<file path="src/rtl/dma_sched_pkg.sv">
// dma_sched_pkg: shared FSM encodings, timing constants and descriptor widths for the DMA channel scheduler
package dma_sched_pkg;
  localparam logic [2:0] FLUSH      = 3'd0;
  localparam logic [2:0] IDLE       = 3'd1;
  localparam logic [2:0] LAUNCH     = 3'd2;
  localparam logic [2:0] WAIT_START = 3'd3;
  localparam logic [2:0] RUN        = 3'd4;
  localparam logic [2:0] ABORT      = 3'd5;
  localparam logic [2:0] DONE       = 3'd6;
  localparam logic [2:0] ERR        = 3'd7;
  localparam int START_TMO   = 4;
  localparam int ABORT_DRAIN = 2;
  localparam int TGT_W       = 32;
  localparam int RD_W        = 20;
  localparam int LEN_W       = 10;
endpackage

</file>
<file path="src/rtl/rr_arbiter.sv">
// rr_arbiter: combinational round-robin pick, searching upward from ptr with wrap
module rr_arbiter
  import dma_sched_pkg::*;
#(
  parameter int NUM_CH  = 4,
  parameter int CH_BITS = $clog2(NUM_CH)
) (
  input  logic [NUM_CH-1:0]  req,
  input  logic [CH_BITS-1:0] ptr,
  output logic [NUM_CH-1:0]  gnt,
  output logic [CH_BITS-1:0] idx
);
  logic [NUM_CH-1:0] rot;
  logic [CH_BITS:0]  sum;
  // rotate requests so ptr sits at bit 0, take the lowest set offset, map it back to a channel index
  always_comb begin
    rot = NUM_CH'({req, req} >> ptr);
    sum = '0;
    for (int i = NUM_CH - 1; i >= 0; i--) sum = rot[i] ? (CH_BITS+1)'(ptr) + (CH_BITS+1)'(i) : sum;
    idx = CH_BITS'(sum >= (CH_BITS+1)'(NUM_CH) ? sum - (CH_BITS+1)'(NUM_CH) : sum);
    gnt = |req ? NUM_CH'(1) << idx : '0;
  end
endmodule

</file>
<file path="src/rtl/dma_channel_scheduler.sv">
// dma_channel_scheduler: shares one DMA engine among NUM_CH channels with round-robin grants and a watchdog
module dma_channel_scheduler
  import dma_sched_pkg::*;
#(
  parameter int NUM_CH   = 4,
  parameter int CH_BITS  = 2,
  parameter int TMO_BITS = 16
) (
  input  logic                    clk_i,
  input  logic                    rst_i,
  input  logic                    enable_i,
  input  logic                    sw_abort_i,
  input  logic [TMO_BITS-1:0]     timeout_i,
  input  logic [NUM_CH-1:0]       ch_req_i,
  input  logic [TGT_W*NUM_CH-1:0] ch_tgt_addr_i,
  input  logic [RD_W*NUM_CH-1:0]  ch_rd_addr_i,
  input  logic [LEN_W*NUM_CH-1:0] ch_len_i,
  output logic [NUM_CH-1:0]       ch_grant_o,
  output logic [NUM_CH-1:0]       ch_done_o,
  output logic [NUM_CH-1:0]       ch_err_o,
  output logic [TGT_W-1:0]        target_begin_address,
  output logic [RD_W-1:0]         rd_address,
  output logic [LEN_W-1:0]        transfer_length,
  output logic                    begin_dma,
  output logic                    abort_dma,
  input  logic                    dma_active,
  input  logic                    dma_complete_ok,
  input  logic                    dma_err,
  output logic                    busy_o,
  output logic [CH_BITS-1:0]      cur_ch_o,
  output logic                    tmo_flag_o
);
  logic [2:0]          state;
  logic [TMO_BITS-1:0] cnt;
  logic [NUM_CH-1:0]   own, arb_gnt;
  logic [CH_BITS-1:0]  ptr, arb_idx;
  logic                tmo_hit;
  rr_arbiter #(.NUM_CH(NUM_CH), .CH_BITS(CH_BITS)) u_arb (
    .req(ch_req_i),
    .ptr(ptr),
    .gnt(arb_gnt),
    .idx(arb_idx)
  );
  assign tmo_hit    = timeout_i != '0 && cnt == timeout_i;
  assign begin_dma  = state == LAUNCH;
  assign abort_dma  = state == FLUSH || (state == ABORT && cnt == '0);
  assign busy_o     = state != IDLE && state != FLUSH;
  assign ch_grant_o = (state inside {LAUNCH, WAIT_START, RUN, ABORT}) ? own : '0;
  assign ch_done_o  = state == DONE ? own : '0;
  assign ch_err_o   = state == ERR ? own : '0;
  // sequencer: grant and descriptor capture, engine start/run supervision, abort drain, rr advance
  always_ff @(posedge clk_i or posedge rst_i) begin
    if (rst_i) begin
      state                <= FLUSH;
      cnt                  <= '0;
      own                  <= '0;
      ptr                  <= '0;
      cur_ch_o             <= '0;
      tmo_flag_o           <= 1'b0;
      target_begin_address <= '0;
      rd_address           <= '0;
      transfer_length      <= '0;
    end else begin
      case (state)
        FLUSH: state <= IDLE;
        IDLE: if (enable_i && |ch_req_i) begin
          state                <= LAUNCH;
          own                  <= arb_gnt;
          cur_ch_o             <= arb_idx;
          tmo_flag_o           <= 1'b0;
          target_begin_address <= ch_tgt_addr_i[TGT_W*int'(arb_idx) +: TGT_W];
          rd_address           <= ch_rd_addr_i[RD_W*int'(arb_idx) +: RD_W];
          transfer_length      <= ch_len_i[LEN_W*int'(arb_idx) +: LEN_W];
        end
        LAUNCH: begin
          state <= WAIT_START;
          cnt   <= '0;
        end
        WAIT_START: if (sw_abort_i || (!dma_active && cnt == TMO_BITS'(START_TMO - 1))) begin
          state <= ABORT;
          cnt   <= '0;
        end else if (dma_active) begin
          state <= RUN;
          cnt   <= TMO_BITS'(1);
        end else cnt <= cnt + 1'b1;
        RUN: if (!dma_active) state <= dma_complete_ok && !dma_err ? DONE : ERR;
        else if (sw_abort_i || tmo_hit) begin
          state      <= ABORT;
          cnt        <= '0;
          tmo_flag_o <= tmo_flag_o | tmo_hit;
        end else if (~&cnt) cnt <= cnt + 1'b1;
        ABORT: if (cnt == TMO_BITS'(ABORT_DRAIN)) state <= ERR;
        else cnt <= cnt + 1'b1;
        default: begin
          state <= IDLE;
          ptr   <= cur_ch_o == CH_BITS'(NUM_CH - 1) ? '0 : cur_ch_o + 1'b1;
        end
      endcase
    end
  end
endmodule

</file>
<file path="config.mk">
export PLATFORM = sky130hd
export DESIGN_NAME = dma_channel_scheduler
export DESIGN_NICKNAME = d
export VERILOG_FILES = /design/src/rtl/dma_sched_pkg.sv /design/src/rtl/rr_arbiter.sv /design/src/rtl/dma_channel_scheduler.sv
export SDC_FILE = /design/constraint.sdc
export NUM_CORES = 1
export LEC_CHECK = 0
export BUFFER_PORTS_ARGS = -buffer_cell sky130_fd_sc_hd__buf_4
export CAP_MARGIN = 20
export CORE_MARGIN = 3
export CORE_UTILIZATION = 35
export CTS_CLUSTER_SIZE = 12
export DETAILED_ROUTE_END_ITERATION = 6
export GPL_TIMING_DRIVEN = 1
export PLACE_DENSITY = 0.65
export SYNTH_ARGS = -nofsm -noshare
export SYNTH_HDL_FRONTEND = slang
export SYNTH_SLANG_ARGS = --single-unit
</file>
<file path="constraint.sdc">
create_clock -name clk_i -period 4 [get_ports clk_i]
set_input_delay 0.2 -clock clk_i [delete_from_list [all_inputs] [get_ports clk_i]]
set_output_delay 0.2 -clock clk_i [all_outputs]
set_load 0.02 [all_outputs]
</file>
* After elaboration in Yosys (flattened, before gate mapping)
Index checks and enable logic that the tools add are counted.
** Storage, ports and cells
- Output and inout port bits :: 80
- Register bits after elaboration :: 90
- Word-level logic and storage cells :: 97
- Input bits :: 275
** Cells by class
- Muxes and demuxes :: 29
- Bitwise logic cells :: 1
- Reductions and logical operators :: 24
- $add $sub $neg :: 6
- Multiply operators :: 2
- Equality and inequality tests :: 20
- Shift-type cells :: 5
- Magnitude comparators :: 1
** Operators by type and width (number)
- indexed part select 128 x 8 -> 32 bit :: 1
- two-way mux 16 bit :: 6
- indexed part select 80 x 8 -> 20 bit :: 1
- one-hot mux 16 bit (4 select lines) :: 1
- indexed part select 40 x 7 -> 10 bit :: 1
- == test 16 x 2 -> 1 bit (second input constant) :: 2
- two-way mux 3 bit :: 10
- adder 16 x 1 -> 16 bit (second input constant) :: 1
- == test 16 bit :: 1
- logical NOT 16 bit :: 1
- two-way mux 4 bit :: 4
- AND reduction 16 bit :: 1
- nonzero test 16 bit :: 1
- one-hot mux 3 bit (5 select lines) :: 1
- == test 3 bit (second input constant) :: 4
- AND reduction 4 bit :: 3
- multiplier 3 x 2 -> 5 bit (first input constant) :: 2
- >> shifter 8 x 2 -> 4 bit :: 1
- adder 2 x 2 -> 3 bit (second input constant) :: 2
- == test 3 x 2 -> 1 bit (second input constant) :: 2
- logical AND 1 bit :: 6
- inequality test 2 bit (second input constant) :: 3
- inequality test 3 x 2 -> 1 bit (second input constant) :: 2
- OR reduction 6 bit :: 1
- 22 further kinds :: 30

* Longest topological paths before layout
Gate-level depths: netlist of the first run.
- Word-level depth :: 9
- Gate-level depth with buffers :: 10
- Gate-level depth less buffers :: 7

* Modules after synthesis
From an unflattened synthesis of the first run, not the netlist that was laid out.
** Second synthesis, totals
- Cell total of the unflattened synthesis :: 473
- Area, all modules :: 6059.6 um^2
** By module, submodules not included
- dma_channel_scheduler :: times used 1, area each 5861.9 um^2, cells an instance 442, seq. area each 2252.2 um^2
- rr_arbiter :: times used 1, area each 197.7 um^2, cells an instance 31, seq. area each 0.0 um^2

* Least setup slack after synthesis of the first run
No wires, ideal clock.
- Path type :: register -> register
- From :: register cnt[13]
- To :: register cnt[4]
- Data required time :: 3864 ps
- Library setup time :: 136 ps
- Path buffers :: 2
- Cell stages (with the launch flop) :: 9
- Path slack :: 1359 ps
- Data arrival time :: 2505 ps
- Period minus slack after synthesis :: 2641 ps
- Cell sequence :: dfrtp_1 buf_6 or4_1 or4_1 a21o_1 o31ai_4 buf_6 a2bb2oi_2 o31ai_1
** On the way
- Cells in the longest elaborated chain, start to end :: 6
- Elaborated cells on any way between the ends :: 15
- Classes of those cells :: eq/ne (5); mux (4); reduce/logical (6)
** Ends and longest elaborated chain
- start: declaration :: line dma_channel_scheduler.sv:34 : logic [TMO_BITS-1:0] cnt;
- start signal: assignment :: line dma_channel_scheduler.sv:85 : end else cnt <= cnt + 1'b1;
- start signal: assignment :: line dma_channel_scheduler.sv:91 : end else if (~&cnt) cnt <= cnt + 1'b1;
- start signal: assignment :: line dma_channel_scheduler.sv:93 : else cnt <= cnt + 1'b1;
- == test 16 bit :: line dma_channel_scheduler.sv:44 : assign tmo_hit = timeout_i != '0 && cnt == timeout_i;
- logical AND 1 bit :: line dma_channel_scheduler.sv:44
- logical OR 1 bit :: line dma_channel_scheduler.sv:87 : else if (sw_abort_i || tmo_hit) begin
- two-way mux 16 bit :: line dma_channel_scheduler.sv:87
- two-way mux 16 bit :: line dma_channel_scheduler.sv:86 : RUN: if (!dma_active) state <= dma_complete_ok && !dma_err ? DONE : ERR;
- one-hot mux 16 bit (4 select lines) :: line dma_channel_scheduler.sv:64 : case (state)
Several ways; a longest one is shown, not always the timed one. The select of a mux whose other input is x is not followed.
A chain may end at the register's enable or synchronous reset.

* Worst setup path in the final report of the first run
- From :: register state[1]
- To :: register cnt[8]
** On the way
- Cells in the longest elaborated chain, start to end :: 3
- Elaborated cells on any way between the ends :: 10
- Classes of those cells :: eq/ne (7); mux (1); reduce/logical (2)
** Ends and longest elaborated chain
- start: declaration :: line dma_channel_scheduler.sv:33 : logic [2:0] state;
- start signal: assignment :: line dma_channel_scheduler.sv:86
- == test 3 bit / == test 3 x 2 -> 1 bit (equally long branches) :: line dma_channel_scheduler.sv:64
- inequality test 3 bit (no line), or another cell as far along
- AND reduction 4 bit (no line)
Several ways; a longest one is shown, not always the timed one.

==> results of run 1 <==
placed cells by master (no fill, tap or decap), drive strengths merged, types with 7 or more instances in the layout:
cell type    n
o31ai       13
a2bb2oi      7
nor2        14
mux2        62
nand4        7
xor2         8
nand2       30
buf        368
and2         8
nand3       13
and3        13
xnor2        8
nor4        10
clkbuf      11
ha           7
mux2i      186
a21oi        7
dfrtp       90
inv         14
synth_stat cells, drive strengths merged, types with 2 or more instances:
| library cell | instances | share of area [%] |
|---|---|---|
| o31ai | 13 | 1.7 |
| o21a | 3 | 0.35 |
| o21ai | 6 | 0.46 |
| and3 | 13 | 1.3 |
| xor2 | 8 | 1.1 |
| or4b | 2 | 0.31 |
| a21o | 3 | 0.35 |
| mux2i | 186 | 29 |
| clkbuf | 24 | 1.4 |
| a211oi | 2 | 0.23 |
| nor2 | 14 | 0.81 |
| or4 | 4 | 0.46 |
| a31oi | 6 | 0.58 |
| o31a | 2 | 0.27 |
| or2 | 4 | 0.39 |
| buf | 21 | 1.7 |
| nand2b | 3 | 0.29 |
| a2bb2oi | 7 | 1.5 |
| nor4 | 10 | 0.96 |
| nand3 | 13 | 1.0 |
| o21bai | 4 | 0.46 |
| nand4 | 7 | 0.68 |
| nor2b | 2 | 0.19 |
| dfrtp | 90 | 35 |
| and2 | 8 | 0.77 |
| a211o | 3 | 0.41 |
| a21oi | 7 | 0.54 |
| inv | 12 | 0.69 |
| ha | 7 | 1.4 |
| a22o | 2 | 0.27 |
| mux2 | 62 | 11 |
| nor3 | 5 | 0.39 |
| a221oi | 2 | 0.27 |
| xnor2 | 8 | 1.1 |
| nand2 | 30 | 1.7 |
cell families after synthesis:
family                     count (synthesis)
adders and majority gates                  7
buffers and inverters                     57
muxes                                    248
xor gates and xnor gates                  16
AOI/OAI and AO/OA                         67
and+or+nand+nor                          122
DFF                                       90
per-layer routing:
layer,global-route usage [%],vias to the layer above,wire (µm)
li1,-,2914,-
met1,27.63,2862,9167
met2,36.57,208,11470
met3,6.284,26,1561
met4,6.111,0,461
met5,0,-,0
path summary, 6_finish.rpt:
path | to | cells after the start | from
worst max-delay path | cnt[8] | 7 | state[1]
worst min-delay path | target_begin_address[27] | 2 | rst_i
worst max register to register | cnt[8] | 7 | state[1]
worst min register to register | tmo_flag_o | 1 | tmo_flag_o
max in group asynchronous | cnt[8] | 3 | rst_i
min in group clk_i | own[2] | 3 | ch_req_i[2]
power by group through the flow:
stage          clock (mW)  combinational, mW  sequential, mW
2_1_floorplan           0               1.81            1.91
3_3_place_gp            0               3.51            1.54
3_5_place_dp            0               3.53            1.55
4_1_cts             0.989               3.53            1.54
5_1_grt              1.02               3.73            1.60
6_report            0.956               3.48            1.54
through the flow:
stage,power (mW),area [µm²],hold WS [ns],cells,setup WS [ns]
2_1_floorplan,3.722,6484,0.3327,607,1.359
3_3_place_gp,5.050,9400,0.4454,1159,1.136
3_5_place_dp,5.080,9400,0.4519,1159,1.009
4_1_cts,6.061,9728,0.06274,1175,1.004
5_1_grt,6.354,9728,0.09749,1175,0.6562
6_report,5.981,9728,0.01695,1175,0.9648
state kept, by name, summed over array words and instances, names as in the netlist:
name	count
ptr	2
rd_address	20
target_begin_address	32
cur_ch_o	2
state	3
cnt	16
tmo_flag_o	1
transfer_length	10
own	4
final cells by class:
cell class                      count  area, µm²
Fill cell                        1708       8358
Multi-Input combinational cell    460       4014
Timing Repair Buffer              368       2800
Sequential cell                    90       2252
Tap cell                          229      286.5
Clock buffer                       11      242.7
Clock inverter                      5      85.08
Inverter                           12      47.55
critical path: cells and delay by family (launching register included):
| family | cells | cell delay [ns] |
|---|---|---|
| buffers and inverters | 1 | 0.22 |
| flip-flops | 1 | 0.61 |
| AO/OA/AOI/OAI | 3 | 0.65 |
| AND/OR/NAND/NOR | 2 | 1.01 |
| adder cells (fa/ha/maj) | 1 | 0.45 |
==> out/qor.txt, run 1 <==
Critical Path Source Type -> register
Worst-path cell chain -> inv_1 -> ha_1 -> o31ai_1 -> a31oi_1 -> nand3_1 -> or2_2 -> o31ai_1
Syn_nets -> 889
Post-synth EDFFs -> 0
Clock skew -> 0.007785 ns
Tcrit/Tclk final -> 75.88%
NumNets Final -> 1,223
Initial DRC count -> 259
CTS Hold Bufs -> 0
PostCTS Resize Cnt -> 0
Largest net degree at the start of global routing -> 69
Reg power frac -> 25.8%
Core area -> 0.01809 mm²
Yosys synthesis warning count -> 0
Clock Tree Root -> clkbuf_16
Avg WL per Cell -> 19.28 µm
Via count -> 6,010
Reg2reg setup slack -> 0.96 ns
Drt pass-1 iters -> 4
Final hold vios -> 0
Drt drc -> 0
Gate power share -> 58.2%
Site Rows -> 49
Sequential area share after synthesis -> 34.74%
Post-Synthesis Cells -> 607
CTS tree -> built
RSZ-0062 raised after global routing -> false
CP dominant cell by count -> o31ai_1
Utilization after layout -> 53.79%
Simple-gate share of the synthesized area -> 10.11%
Synth Cell Area -> 0.006484 mm²
Initial antenna violation count -> 0
Critical path class -> register to register
Max cap viols -> 0
# diodes -> 0
Die area -> 0.02019 mm²
Clk Latency, worst-skew pair -> 0.35 ns
Sink Count -> 90
Switching fraction of total power -> 40.68%
Layout cells sized above 1 -> 49.05%
Initial cell density of the core -> 35.85%
Upper clock frequency limit -> 329.5 MHz
Num CTS Buffers -> 9
Post-Synth Adder-Cell Area -> 1.351%
Die width -> 142.1 µm
Flip-flop and latch count after synthesis -> 90
Class of the worst hold path -> primary input to async pin
Critical path's largest stage delay -> 0.61 ns
Clk slew on worst S/H paths -> 0.07 ns
P per Cell Area -> 614.8 mW/mm²
Gr usage total -> 21.86%
Clock Path Buffers -> 2
Crit-path slowest cell -> dfrtp_1
Pins Over Slew Limit -> 0
Setup TNS -> 0 ns
Multiplexer share of the synthesized area -> 39.48%
Post-synth top flop -> dfrtp_1
Number of global-route vias before repair -> 6,080
GP Congestion -> 0.9243
Worst VDD drop -> 255.4 µV
First-pass GRT wire length -> 34,300 µm
Post-Route WL -> 22,660 µm
Final setup vio count -> 0
Slew @ Worst Pin -> 0.8774 ns
H-tree levels -> 3
Critical path required time -> 4.25 ns
Critical Path Fanout Max -> 17
Unique masters post-synth -> 55
NetSw -> 2.433 mW
Clock power share -> 16.0%
Layout area overhead -> 50.04%
Largest family of logic cells by synthesized area -> multiplexers
Status -> finished clean
Port Buffers -> 354
Asr flop ratio synth -> 100.0%
Synth Area in Compound Gates -> 8.394%
CP endpoint kind -> register
Leak -> 4.720 nW
Overflow left after global routing -> 0
Die H -> 142.1 µm
Num ports -> 355
Post-CTS Setup Repair Bufs -> 0
Vias per std cell -> 5.115
Pint -> 3.548 mW
Final Critical Period -> 3.035 ns
Final HPWL DP -> 18,170 µm
Slew headroom -> 41.51%
Post-route ant nets -> 0
Synth Area in XOR/XNOR -> 2.161%
Critical path arrival -> 3.29 ns
Syn Area/Cell -> 10.68 µm²
No activity file was read; power rests on OpenSTA's default activity.
==> run 2, diff against run 1 <==
- ABC_AREA: unset -> 1
- PLACE_DENSITY: 0.65 -> unset
- clock period: 4 -> 2.98 ns (I/O delays scaled with it)
==> out/qor.txt, run 2 <==
Status -> finished clean
Via count -> 9,609 (+60%)
CTS Hold Bufs -> 1 (+1)
Gr usage total -> 26.10% (+4.2 points)
Switching fraction of total power -> 54.17% (+13 points)
Overflow left after global routing -> 0 (unchanged)
Post-route insts no fill -> 1,962 (+67%)
Die width -> 156.0 µm (+9.8%)
CTS tree -> built
Vias per std cell -> 4.898 (-4.2%)
PostCTS Resize Cnt -> 0 (unchanged)
Layout cells sized above 1 -> 24.02% (-25 points)
Final Critical Period -> 2.370 ns (-0.6649 ns)
Clock skew -> 0.01096 ns (+0.003173 ns)
Sink Count -> 90 (unchanged)
Clk Latency, worst-skew pair -> 0.35 ns (about the same)
Initial cell density of the core -> 35.85% (about the same)
Fin worst setup slack -> 0.6097 ns (-0.3551 ns)
Pins Over Slew Limit -> 0 (unchanged)
Sequential area share after synthesis -> 28.61% (-6.1 points)
Tcrit/Tclk final -> 79.54% (+3.7 points)
Critical path required time -> 3.20 ns (-1.05 ns)
Pre-CTS setup slack -> 0.6608 ns (-0.3480 ns)
Commonest non-fill, non-tap cell in the layout -> nand2_1
Reg2Reg Depth -> 12 (+5)
Clk slew on worst S/H paths -> 0.07 ns (about the same)
Post-synth top flop -> dfrtp_1
First-pass GRT wire length -> 50,450 µm (+47%)
Setup TNS -> 0 ns (unchanged)
Initial antenna violation count -> 0 (unchanged)
Yosys top cell area share -> 31.66% (-3.1 points)
RSZ-0062 raised after global routing -> false
Layout area overhead -> 40.67%
Post-route ant nets -> 0 (unchanged)
Filler instances -> 2,363 (+38%)
Worst Hold Path EP -> target_begin_address[27]
Flip-flop and latch count after synthesis -> 90 (unchanged)
Synth Cell Area -> 0.007873 mm² (+21%)
Unique masters post-synth -> 30 (-45%)
Largest net degree at the start of global routing -> 126 (+83%)
Slew headroom -> 45.51% (+4.0 points)
Critical path class -> register to register
H-tree levels -> 3 (unchanged)
Final hold vios -> 0 (unchanged)
Initial DRC count -> 514 (+98%)
Post-CTS Setup Repair Bufs -> 0 (unchanged)
Site Rows -> 54 (+10%)
Max reg flops -> 32 (unchanged)
Critical path arrival -> 2.59 ns (-0.70 ns)
NetSw -> 6.137 mW (+150%)
Hold Path Stages -> 7
Clock Tree Root -> clkbuf_16
Pint -> 5.193 mW (+46%)
P per Cell Area -> 1023 mW/mm² (+66%)
Drt drc -> 0 (unchanged)
Most frequent cells after synthesis -> 664 x nand2_1, 177 x nand3_1, 139 x inv_1
Yosys top cell by area -> nand2_1
Num ports -> 355 (unchanged)
Clock power share -> 11.9% (-4.1 points)
Critical Path Source Type -> register
Startpoint of the worst hold path -> ch_tgt_addr_i[27]
Critical Path Fanout Max -> 14 (-3)
Top reg by flops -> target_begin_address
Die H -> 156.0 µm (+9.8%)
Post-synth EDFFs -> 0 (unchanged)
GP Congestion -> 0.9266 (+0.25%)
Final HPWL DP -> 24,740 µm (+36%)
Avg WL per Cell -> 16.74 µm (-13%)
Class of the worst hold path -> primary input to register
Leak -> 6.473 nW (+37%)
Post-Route WL -> 32,840 µm (+45%)
Gate power share -> 70.3% (+12 points)
Post-Place Cells -> 1,945 (+68%)
Port Buffers -> 354 (unchanged)
Reg power frac -> 17.7% (-8.1 points)
# diodes -> 0 (unchanged)
Drt pass-1 iters -> 5 (+1)
Asr flop ratio synth -> 100.0% (unchanged)
Reg2reg end -> cnt[0]
NumNets Final -> 1,959 (+60%)
Clock Path Buffers -> 2 (unchanged)
Syn_nets -> 1,655 (+86%)
Upper clock frequency limit -> 421.9 MHz (+28%)
Die area -> 0.02433 mm² (+20%)
Number of global-route vias before repair -> 9,287 (+53%)
Worst VDD drop -> 778.3 µV (+200%)
Yosys synthesis warning count -> 0 (unchanged)
Final setup vio count -> 0 (unchanged)
Num CTS Buffers -> 9 (unchanged)
Largest cells by area after synthesis -> nand2_1 32%, dfrtp_1 29%, nand3_1 11%
Biggest regs -> target_begin_address: 32 flops, rd_address: 20 flops, cnt: 16 flops
Cell with the most instances after synthesis -> nand2_1
Syn Area/Cell -> 5.734 µm² (-46%)
CP endpoint kind -> register
Most frequent cells in the layout -> 663 x nand2_1, 365 x buf_4, 177 x nand3_1
Slew @ Worst Pin -> 0.8173 ns (-0.06003 ns)
Reg2reg setup slack -> 0.61 ns (-0.36 ns)
Max cap viols -> 0 (unchanged)
Core area -> 0.02196 mm² (+21%)
Post-Synthesis Cells -> 1,373 (+130%)
Start of the worst register-to-register path -> cnt[1]
## run 2: changes by cell type in the layout (fill, tap and decap cells not counted), sizes merged, moves of 10 or more
cell,change
and3,-13
inv,+130
mux2,-62
mux2i,-186
nand2,+638
nand3,+167
nand3b,+61
nand4,+21
nor2,+55
nor4,-10
o21ai,+17
o31ai,-10
## run 2: power by group through the flow
stage | Combinational [mW] | Clock [mW] | Sequential [mW]
after floorplan | 4.92 | 0 | 2.43
after global placement | 8.00 | 0 | 2.01
after detailed placement | 8.03 | 0 | 2.01
after CTS | 8.05 | 1.38 | 2.01
after global routing | 8.89 | 1.41 | 2.06
final | 7.97 | 1.35 | 2.01
## run 2: stage by stage
step	cell area, µm²	hold slack, ns	power (mW)	utilization (%)
6_report	11070	0.1744	11.33	50.43
3_5_place_dp	10720	0.3513	10.04	48.83
5_1_grt	11070	0.2033	12.36	50.43
4_1_cts	11070	0.1608	11.44	50.43
3_3_place_gp	10720	0.3515	10.01	48.83
2_1_floorplan	7873	0.4208	7.348	-
## run 2: layer usage
metal | GRT usage, % | vias up | wire length [µm]
met2 | 46.12 | 290 | 16700
li1 | - | 4885 | -
met1 | 32.82 | 4409 | 13590
met5 | 0 | - | 0
met3 | 4.965 | 25 | 2010
met4 | 6.350 | 0 | 545
## run 2: cells by family (layout without fill, tap and decap cells)
| kind of cell | count (synthesis) | after routing | share of synthesized area, % |
|---|---|---|---|
| DFF | 90 | 90 | 28.61 |
| xor gates and xnor gates | 2 | 2 | 0.2225 |
| adders and majority gates | 7 | 7 | 1.112 |
| buffers and inverters | 222 | 531 | 11.65 |
| AOI/OAI and AO/OA | 37 | 37 | 2.606 |
| and+or+nand+nor | 1015 | 1015 | 55.80 |
## run 2: worst max-delay path, stage by stage (launching register included)
cell     delay [ns]
dfrtp_1        0.45
ha_1           0.28
nand2_1        0.11
nor2_1         0.16
nand2_1        0.09
nor2_1         0.12
nand2_1        0.09
nor3_2         0.13
nand3_2        0.17
nand2_2        0.27
inv_2          0.19
nand3_1        0.10
o21ai_0        0.08
## run 2: worst max path at each step
stage / from / endpoint / slack, ns
global route: ptr[0] / rd_address[15] / 0.37
detailed placement: cnt[1] / cnt[14] / 0.66
CTS: ptr[0] / rd_address[16] / 0.62
finish: cnt[1] / cnt[0] / 0.61
global placement: ptr[0] / rd_address[15] / 0.67
floorplan: rst_i / cnt[0] / 0.50
## run 2: area by class of cell
| type | instances | area (µm²) | area share (%) |
|---|---|---|---|
| inverter | 143 | 541.8 | 4.892 |
| timing repair buffer | 372 | 2870 | 25.92 |
| sequential | 90 | 2252 | 20.34 |
| multi-input combinational | 1061 | 4718 | 42.61 |
| clock inverter | 7 | 116.4 | 1.051 |
| tap | 280 | 350.3 | 3.163 |
| clock buffer | 9 | 225.2 | 2.034 |
